## src/rtl/div8_seq_if.sv

```systemverilog
// -----------------------------------------------------------------------------
// div8_seq_if
// Handshake and operand/result bundle for the sequential divide unit.
//   start      controller -> divider  request pulse
//   dividend   controller -> divider  unsigned dividend (WIDTH)
//   divisor    controller -> divider  unsigned divisor  (WIDTH)
//   busy       divider -> controller  operation in progress
//   done       divider -> controller  one-cycle result-valid pulse
//   quotient   divider -> controller  unsigned quotient (WIDTH)
//   remainder  divider -> controller  unsigned remainder (WIDTH)
//   C / V / Z  divider -> controller  inexact / divide-by-zero / zero quotient
// Modports: master = controller side, slave = divider side.
// -----------------------------------------------------------------------------
interface div8_seq_if #(
  parameter int WIDTH = 8
);
  logic             start;
  logic [WIDTH-1:0] dividend;
  logic [WIDTH-1:0] divisor;
  logic             busy;
  logic             done;
  logic [WIDTH-1:0] quotient;
  logic [WIDTH-1:0] remainder;
  logic             C;
  logic             V;
  logic             Z;

  modport master (
    output start, dividend, divisor,
    input  busy, done, quotient, remainder, C, V, Z
  );

  modport slave (
    input  start, dividend, divisor,
    output busy, done, quotient, remainder, C, V, Z
  );
endinterface

```

## src/rtl/div8_seq.sv

```systemverilog
// -----------------------------------------------------------------------------
// div8_seq
// Multi-cycle unsigned restoring divider, one quotient bit per clock, MSB
// first. Flags follow the adder convention of the ALU:
//   C = remainder nonzero, V = divide-by-zero, Z = quotient zero.
// Ports:
//   clk  rising-edge clock
//   rst  asynchronous active-high reset; discards any in-flight operation
//   bus  div8_seq_if.slave: start/dividend/divisor in,
//        busy/done/quotient/remainder/C/V/Z out
// Timing: a start accepted on edge k with a nonzero divisor gives busy for
// WIDTH cycles and done in the cycle after edge k+WIDTH; a zero divisor
// skips RUN and gives done in the cycle after edge k. Results hold until
// the next operation completes.
// -----------------------------------------------------------------------------
module div8_seq #(
  parameter int WIDTH = 8
) (
  input  logic     clk,
  input  logic     rst,
  div8_seq_if.slave bus
);

  localparam int CNT_W = $clog2(WIDTH);

  typedef enum logic [1:0] {
    ST_IDLE,
    ST_RUN,
    ST_FIN
  } state_t;

  state_t r_state;
  state_t w_state_next;

  logic [WIDTH-1:0] r_dividend;   // shifts left; MSB is the next bit to bring in
  logic [WIDTH-1:0] r_divisor;
  logic [WIDTH:0]   r_partial;    // WIDTH+1 bits so the shifted value never overflows
  logic [WIDTH-1:0] r_quot_shift;
  logic [CNT_W-1:0] r_count;
  logic [WIDTH-1:0] r_quotient;
  logic [WIDTH-1:0] r_remainder;
  logic             r_c;
  logic             r_v;
  logic             r_z;

  logic             w_busy;
  logic             w_done;
  logic             w_accept_run;
  logic             w_accept_zero;
  logic             w_finish;

  logic [WIDTH:0]   w_shifted;
  logic [WIDTH+1:0] w_trial;
  logic             w_borrow;
  logic [WIDTH:0]   w_partial_next;
  logic [WIDTH-1:0] w_quot_next;

  // One restoring step. The subtraction is one bit wider than the partial
  // remainder so its top bit is a clean borrow indicator.
  assign w_shifted      = {r_partial[WIDTH-1:0], r_dividend[WIDTH-1]};
  assign w_trial        = {1'b0, w_shifted} - {2'b00, r_divisor};
  assign w_borrow       = w_trial[WIDTH+1];
  assign w_partial_next = w_borrow ? w_shifted : w_trial[WIDTH:0];
  assign w_quot_next    = {r_quot_shift[WIDTH-2:0], ~w_borrow};

  // NOTE: state and data registers use non-blocking assignments so every
  // flop samples pre-edge values, independent of block ordering.
  always_ff @(posedge clk or posedge rst) begin
    if (rst) r_state <= ST_IDLE;
    else     r_state <= w_state_next;
  end

  // NOTE: every output of this block gets a default first; a path that
  // leaves one unassigned would infer a latch.
  always_comb begin
    w_state_next  = r_state;
    w_busy        = 1'b0;
    w_done        = 1'b0;
    w_accept_run  = 1'b0;
    w_accept_zero = 1'b0;
    w_finish      = 1'b0;
    case (r_state)
      ST_IDLE, ST_FIN: begin
        // FIN accepts a new start exactly like IDLE for back-to-back use.
        w_done       = (r_state == ST_FIN);
        w_state_next = ST_IDLE;
        if (bus.start) begin
          if (bus.divisor != '0) begin
            w_accept_run = 1'b1;
            w_state_next = ST_RUN;
          end else begin
            w_accept_zero = 1'b1;
            w_state_next  = ST_FIN;
          end
        end
      end
      ST_RUN: begin
        w_busy = 1'b1;
        if (r_count == CNT_W'(WIDTH - 1)) begin
          w_finish     = 1'b1;
          w_state_next = ST_FIN;
        end
      end
      default: w_state_next = ST_IDLE;
    endcase
  end

  // NOTE: every datapath register, not just the FSM, is cleared on reset so
  // an aborted operation leaves no residue visible on the outputs.
  always_ff @(posedge clk or posedge rst) begin
    if (rst) begin
      r_dividend   <= '0;
      r_divisor    <= '0;
      r_partial    <= '0;
      r_quot_shift <= '0;
      r_count      <= '0;
      r_quotient   <= '0;
      r_remainder  <= '0;
      r_c          <= 1'b0;
      r_v          <= 1'b0;
      r_z          <= 1'b0;
    end else if (w_accept_run) begin
      // Result registers are left alone: they hold until this op completes.
      r_dividend   <= bus.dividend;
      r_divisor    <= bus.divisor;
      r_partial    <= '0;
      r_quot_shift <= '0;
      r_count      <= '0;
    end else if (w_accept_zero) begin
      r_quotient   <= '1;
      r_remainder  <= bus.dividend;
      r_c          <= (bus.dividend != '0);
      r_v          <= 1'b1;
      r_z          <= 1'b0;
    end else if (r_state == ST_RUN) begin
      r_dividend   <= {r_dividend[WIDTH-2:0], 1'b0};
      r_partial    <= w_partial_next;
      r_quot_shift <= w_quot_next;
      r_count      <= r_count + CNT_W'(1);
      if (w_finish) begin
        r_quotient  <= w_quot_next;
        r_remainder <= w_partial_next[WIDTH-1:0];
        r_c         <= (w_partial_next[WIDTH-1:0] != '0);
        r_v         <= 1'b0;
        r_z         <= (w_quot_next == '0);
      end
    end
  end

  assign bus.busy      = w_busy;
  assign bus.done      = w_done;
  assign bus.quotient  = r_quotient;
  assign bus.remainder = r_remainder;
  assign bus.C         = r_c;
  assign bus.V         = r_v;
  assign bus.Z         = r_z;

endmodule

```

## src/flat_wrapper.sv

```systemverilog
// flat-port wrapper written by rule: the top's interface ports become plain ports
module div8_seq_flat 
#(
  parameter int WIDTH = 8
)
  (clk, rst, bus_start, bus_dividend, bus_divisor, bus_busy, bus_done, bus_quotient, bus_remainder, bus_C, bus_V, bus_Z);
  div8_seq_if #(.WIDTH(WIDTH)) bus_i ();
  input  logic clk;
  input  logic rst;
  input wire logic [$bits(bus_i.start)-1:0] bus_start;
  input wire logic [$bits(bus_i.dividend)-1:0] bus_dividend;
  input wire logic [$bits(bus_i.divisor)-1:0] bus_divisor;
  output wire logic [$bits(bus_i.busy)-1:0] bus_busy;
  output wire logic [$bits(bus_i.done)-1:0] bus_done;
  output wire logic [$bits(bus_i.quotient)-1:0] bus_quotient;
  output wire logic [$bits(bus_i.remainder)-1:0] bus_remainder;
  output wire logic [$bits(bus_i.C)-1:0] bus_C;
  output wire logic [$bits(bus_i.V)-1:0] bus_V;
  output wire logic [$bits(bus_i.Z)-1:0] bus_Z;
  assign bus_i.start = bus_start;
  assign bus_i.dividend = bus_dividend;
  assign bus_i.divisor = bus_divisor;
  assign bus_busy = bus_i.busy;
  assign bus_done = bus_i.done;
  assign bus_quotient = bus_i.quotient;
  assign bus_remainder = bus_i.remainder;
  assign bus_C = bus_i.C;
  assign bus_V = bus_i.V;
  assign bus_Z = bus_i.Z;
  div8_seq #(.WIDTH(WIDTH)) u_core (.clk(clk), .rst(rst), .bus(bus_i));
endmodule
```

## config.mk

```make
export PLATFORM = sky130hd
export DESIGN_NAME = div8_seq_flat
export DESIGN_NICKNAME = d
export VERILOG_FILES = /design/src/rtl/div8_seq_if.sv /design/src/rtl/div8_seq.sv /design/src/flat_wrapper.sv
export SDC_FILE = /design/constraint.sdc
export NUM_CORES = 1
export LEC_CHECK = 0
export CAP_MARGIN = 20
export CORE_MARGIN = 3
export CORE_UTILIZATION = 45
export CTS_CLUSTER_SIZE = 8
export DETAILED_ROUTE_END_ITERATION = 8
export GPL_ROUTABILITY_DRIVEN = 0
export GPL_TIMING_DRIVEN = 0
export PLACE_DENSITY = 0.65
export SLEW_MARGIN = 20
export SYNTH_ARGS = -nofsm -noshare
export SYNTH_HDL_FRONTEND = slang
export SYNTH_SLANG_ARGS = --single-unit
```

## constraint.sdc

```tcl
create_clock -name clk -period 2.35 [get_ports clk]
set_input_delay 0.705 -clock clk [delete_from_list [all_inputs] [get_ports clk]]
set_output_delay 0.705 -clock clk [all_outputs]
set_load 0.1 [all_outputs]
```

==> impl_metrics.toml, run 1 <==
[setup_path]
worstSetupPathType = "reg -> out"
crit_chain = "dlygate4sd2_1"
critPathMaxStageDelay_ns = 0.87
cp_top_family = "buffers and inverters"
r2r-start = "u_core.r_dividend[7]$_DFFE_PP0P_"
start_kind = "register"
crit_path_max_fanout = 2
arrival_ns = 1.56
r2r_cells = 9
crit_buf_inv = 1
worstSetupEndpointType = "primary output"
cpMaxStageDelayCell = "dlygate4sd2_1"
rrSetupSlack_ns = 0.10
critPathRequiredTime_ns = 1.64
r2r_end = "u_core.bus.remainder[4]$_DFFE_PP0P_"

[yosys]
yosys.area_share.simple_pct = 16.9
ys.flop_type = "dfrtp_1"
synth.area.mux_share_pct = 2.44
synth-seq-cells = 55
synth_nets = 357
synth_cell_types = 48
synth_xor_area_share_pct = 1.20
synth_top_area_share_pct = 47.0
synth_fa_ha_area_share_pct = 4.96
async_reset_ff_share_pct = 100
yosysSeqAreaShare_pct = 47.0
synth_enable_flop_cells = 0
synth_top_family_by_area = "compound AO/OA/AOI/OAI gates"
yosysWarnings = 0
synth_area_leader_cell = "dfrtp_1"
syn_inst = 327
synth_compound_area_share_pct = 22.7
netlist_area_mm2 = 0.00293
syn_area_per_cell_um2 = 8.95
yosys-top-cells-area = "dfrtp_1, nand2_1, o21ai_0, ha_1, a21oi_1"

[global_route]
top_usage_layer = "met2"
antenna_found_initial = 0
grt_pass1_wl_mm = 12.5
grt_use_met2_pct = 32.3
grt_overflow_total = 0
use_met3_pct = 3.90
grt_pass1_vias = 2568
grt_usage_pct = 21.1
grt_max_degree = 56
grtUsageMet1_pct = 30.2

[clock_network]
clk_pin_slew_ns = 0.10
numCtsBuffers = 5
cts_tree = "yes"
cts_buffer_depth = 2
ctsHtreeMaxLevel = 2
root_buffer = "clkbuf_8"
clk_latency_ns = 0.31
cts.sinks = 55

[sta]
finClkSkew_ns = 0.00823
fin_crit_sh_pct = 96.5
drv_slew = 0
slew_headroom_pct = 35.6
setup_viol = 0
fin_setup_tns_ns = 0
hold_viol = 0
tightest_slew_ns = 0.969
finalCriticalPeriod_ns = 2.27
fmaxAchievable_ghz = 0.441

[detailed_routing]
wirelength_mm = 7.48
drc = 0
drtIter0Drc = 263
first_pass_iters = 4
vias = 2595
detail-route-antenna-nets = 0
via_per_inst = 5.77
post_drt_wl_per_cell_um = 16.6

[cells_and_area]
final_nets = 404
diodes = 0
drive_above_1_share_pct = 11.5
fin_util_pct = 59.1
area_growth_pct = 23.1

[die]
rows = 28
fp.dieH_um = 86.6
die_w_um = 86.6
die_area_mm2 = 0.00751
start_util_pct = 48.0
core-area_mm2 = 0.00610
ios = 40

[min_path]
hold_end = "u_core.bus.V$_DFFE_PP0P_"
worstHoldStart = "u_core.bus.V$_DFFE_PP0P_"
holdPathStages = 1
hold_path_class = "reg -> reg"

[placement]
io_buffers = 39
dp_hpwl_mm = 5.43

[run]
drv_cap = 0

[outcome]
status = "complete, no violations"
## kinds of logic (layout without fill, tap and decap cells)
family	count (synthesis)	count (layout)
and+or+nand+nor	111	111
AOI/OAI and AO/OA	109	109
DFF	55	55
buffers and inverters	30	78
adders and majority gates	11	11
muxes	7	7
xor gates and xnor gates	4	4
## cell usage after synthesis (4+ instances only)
master and instances:
mux2i_1 6, clkbuf_1 8, o22ai_1 12, nor4_1 6
a211oi_1 7, a21oi_1 18, o21ai_0 43, nand2_1 69
nor2_1 11, dfrtp_1 55, nand2b_1 4, o21ai_1 4
a22oi_1 4, buf_2 6, inv_1 13, ha_1 10
## timing repair
| action | in CTS | in global routing |
|---|---|---|
| gates resized for setup | 38 | 12 |
| hold buffers | 0 | 0 |
| pin swaps | 0 | 2 |
| buffers inserted | 0 | 2 |
| endpoints found under the setup margin | 73 | 27 |
## worst max path at each step
stage / from / endpoint / slack, ns / depth (start not counted)
floorplan: u_core.r_state[1]$_DFFE_PP0P_ / bus_busy / 0.21 / 5
global placement: u_core.r_state[1]$_DFFE_PP0P_ / bus_busy / -0.78 / 6
detailed placement: u_core.r_state[1]$_DFFE_PP0P_ / bus_busy / -0.78 / 6
CTS: bus_start / u_core.r_partial[0]$_DFFE_PP0P_ / 0.02 / 6
global route: u_core.r_dividend[7]$_DFFE_PP0P_ / u_core.bus.remainder[4]$_DFFE_PP0P_ / -0.02 / 9
finish: u_core.bus.remainder[5]$_DFFE_PP0P_ / bus_remainder[5] / 0.08 / 1
## layout by cell type, fill, tap and decap left out, types with 5 or more instances in the layout
cell / instances
o21ai_0: 43
inv_1: 12
clkbuf_1: 6
nor2_1: 11
o22ai_1: 12
mux2i_1: 6
ha_1: 10
a21oi_1: 17
clkdlybuf4s50_1: 18
clkbuf_8: 5
nand2_1: 69
dlygate4sd2_1: 19
dfrtp_1: 54
## flip-flops by register name, summed over array words and instances (netlist names), 2 cells and up
| name | count |
|---|---|
| u_core.r_partial | 8 |
| u_core.bus.remainder | 8 |
| u_core.r_divisor | 8 |
| u_core.r_state | 2 |
| u_core.bus.quotient | 8 |
| u_core.r_dividend | 8 |
| u_core.r_quot_shift | 7 |
| u_core.r_count | 3 |
## metrics by stage
stage	instances	setup WS [ns]	hold slack [ns]	instance area, um^2
floorplan	327	0.213	0.446	2930
global placement	441	-0.783	0.465	3410
detailed placement	441	-0.781	0.473	3420
CTS	449	0.0162	0.493	3550
global route	450	-0.0210	0.527	3600
finish	450	0.0832	0.493	3600
## area by class of cell
type / count / area [um^2]
timing repair buffer: 41 / 393
buffer: 16 / 96.3
tap: 75 / 93.8
clock buffer: 5 / 68.8
clock inverter: 3 / 43.8
sequential: 55 / 1380
inverter: 13 / 51.3
fill: 575 / 2490
multi-input combinational: 242 / 1480
## per-layer routing
| layer | vias to the layer above | wire [um] |
|---|---|---|
| met5 | - | 0 |
| met4 | 0 | 104 |
| met3 | 11 | 380 |
| met2 | 69 | 3380 |
| met1 | 1269 | 3620 |
| li1 | 1246 | - |
Power of run 1 is not shown: default switching activity piles up to over one toggle a cycle in this logic, so the estimate is an artifact.
==> run 2, diff against run 1 <==
- CTS_BUF_LIST: not set -> sky130_fd_sc_hd__clkbuf_4
==> run 2 against run 1 <==
Cell count up 1.6%; core utilization rose by 0.18 points; non-clock buffer count is 7 higher; critical path type unchanged; die area stayed put; flip-flop and latch count unchanged; maximum frequency down 1.5%; worst setup slack lost 0.035 ns; hold slack improved by 0.011 ns; clock skew rose by 0.0090 ns; critical path depth is the same; global-route usage shrank 0.12 points.
==> impl_metrics.toml, run 2 (synthesis results as in run 1) <==
[outcome]
status = "complete, no violations"

[setup_path]
crit_path_max_fanout = 2
worstSetupEndpointType = "primary output"
r2r-start = "u_core.r_partial[3]$_DFFE_PP0P_"
crit_buf_inv = 1
rrSetupSlack_ns = 0.10
arrival_ns = 1.60
critPathMaxStageDelay_ns = 0.84
critPathRequiredTime_ns = 1.64
r2r_cells = 7
r2r_end = "u_core.bus.C$_DFFE_PP0P_"
cpMaxStageDelayCell = "clkdlybuf4s15_1"
start_kind = "register"
cp_top_family = "buffers and inverters"
crit_chain = "clkdlybuf4s15_1"
worstSetupPathType = "reg -> out"

[sta]
slew_headroom_pct = 36.0
hold_viol = 0
fin_crit_sh_pct = 98.0
fin_hold_ws_ns = 0.504
tightest_slew_ns = 0.964
finalCriticalPeriod_ns = 2.30
fmaxAchievable_ghz = 0.434
finClkSkew_ns = 0.0173
drv_slew = 0
setup_ws_ns = 0.0478
setup_viol = 0

[cells_and_area]
multi_input_area_mm2 = 0.00147
layout_commonest_cell = "nand2_1"
drive_above_1_share_pct = 16.0
seq_area_mm2 = 0.00138
fin_util_pct = 59.3
layout_common_cells = "nand2_1, dfrtp_1, o21ai_0"
fill_cells = 563
diodes = 0
area_growth_pct = 23.5
final_nets = 411

[die]
core-area_mm2 = 0.00610
rows = 28
die_area_mm2 = 0.00751
ios = 40
die_w_um = 86.6
start_util_pct = 48.0
fp.dieH_um = 86.6

[clock_network]
root_buffer = "clkbuf_4"
cts_tree = "yes"
clk_latency_ns = 0.38
cts.sinks = 55
cts_buffer_depth = 2
ctsHtreeMaxLevel = 2
numCtsBuffers = 5
clk_pin_slew_ns = 0.16
postCtsHoldBufs = 0

[detailed_routing]
drtIter0Drc = 220
vias = 2632
post_drt_wl_per_cell_um = 16.5
detail-route-antenna-nets = 0
wirelength_mm = 7.54
wl_met1_mm = 3.52
drc = 0
wl_met2_mm = 3.36
highest_layer = "met4"
met3_length_um = 548
via_per_inst = 5.76
first_pass_iters = 4

[placement]
place_ws_ns = -0.781
io_buffers = 39
dp_hpwl_mm = 5.43

[min_path]
hold_path_class = "reg -> reg"
worstHoldStart = "u_core.r_dividend[6]$_DFFE_PP0P_"
holdPathStages = 2
hold_end = "u_core.r_dividend[6]$_DFFE_PP0P_"

[run]
drv_cap = 0

[global_route]
grt_pass1_wl_mm = 12.5
grt_usage_pct = 21.0
antenna_found_initial = 0
grt_pass1_vias = 2588
grt_overflow_total = 0
grt_max_degree = 56
-- run 2: area by class of cell --
type                    instances  share of cell area, %
multi-input cells             242                   40.6
flip-flops and latches         55                   38.1
repair buffers                 47                   11.6
plain buffers                  17                   3.46
well taps                      75                   2.60
inverters                      13                   1.42
clock inverters                 3                   1.21
clock buffers                   5                   1.04
-- run 2: timing repair --
| item | in CTS | in global routing |
|---|---|---|
| buffers inserted | 0 | 8 |
| pin swaps | 0 | 1 |
| endpoints found under the setup margin | 56 | 33 |
| resized for setup | 42 | 39 |
-- run 2: worst max path at each step --
stage	start	end	cells after the start
after floorplan	u_core.r_state[1]$_DFFE_PP0P_	bus_busy	5
after global placement	u_core.r_state[1]$_DFFE_PP0P_	bus_busy	6
after detailed placement	u_core.r_state[1]$_DFFE_PP0P_	bus_busy	6
after CTS	u_core.r_state[1]$_DFFE_PP0P_	bus_busy	6
after global routing	u_core.r_dividend[7]$_DFFE_PP0P_	u_core.bus.remainder[4]$_DFFE_PP0P_	9
final	u_core.bus.C$_DFFE_PP0P_	bus_C	1
-- run 2: routing by layer --
layer  global-route usage [%]  up-vias
li1                         -     1266
met1                     29.4     1268
met2                     32.3       86
met3                     5.42       12
met4                     5.38        0
met5                        0        -
-- run 2: per-stage QoR --
stage	area (um^2)	TNS [ns]	std cells
after floorplan	2930	0	327
after global placement	3410	-63.37	441
after detailed placement	3420	-23.98	441
after CTS	3530	-0.0367	449
after global routing	3610	-0.0360	457
final	3610	0	457
Power of run 2 is left out for the same reason.
==> run 3, diff against run 2 <==
- CAP_MARGIN: 20 -> 10
==> results of run 3 <==
The final DEF is identical to that of run 2; final timing and power are the same.
Power of run 3 is left out for the same reason.
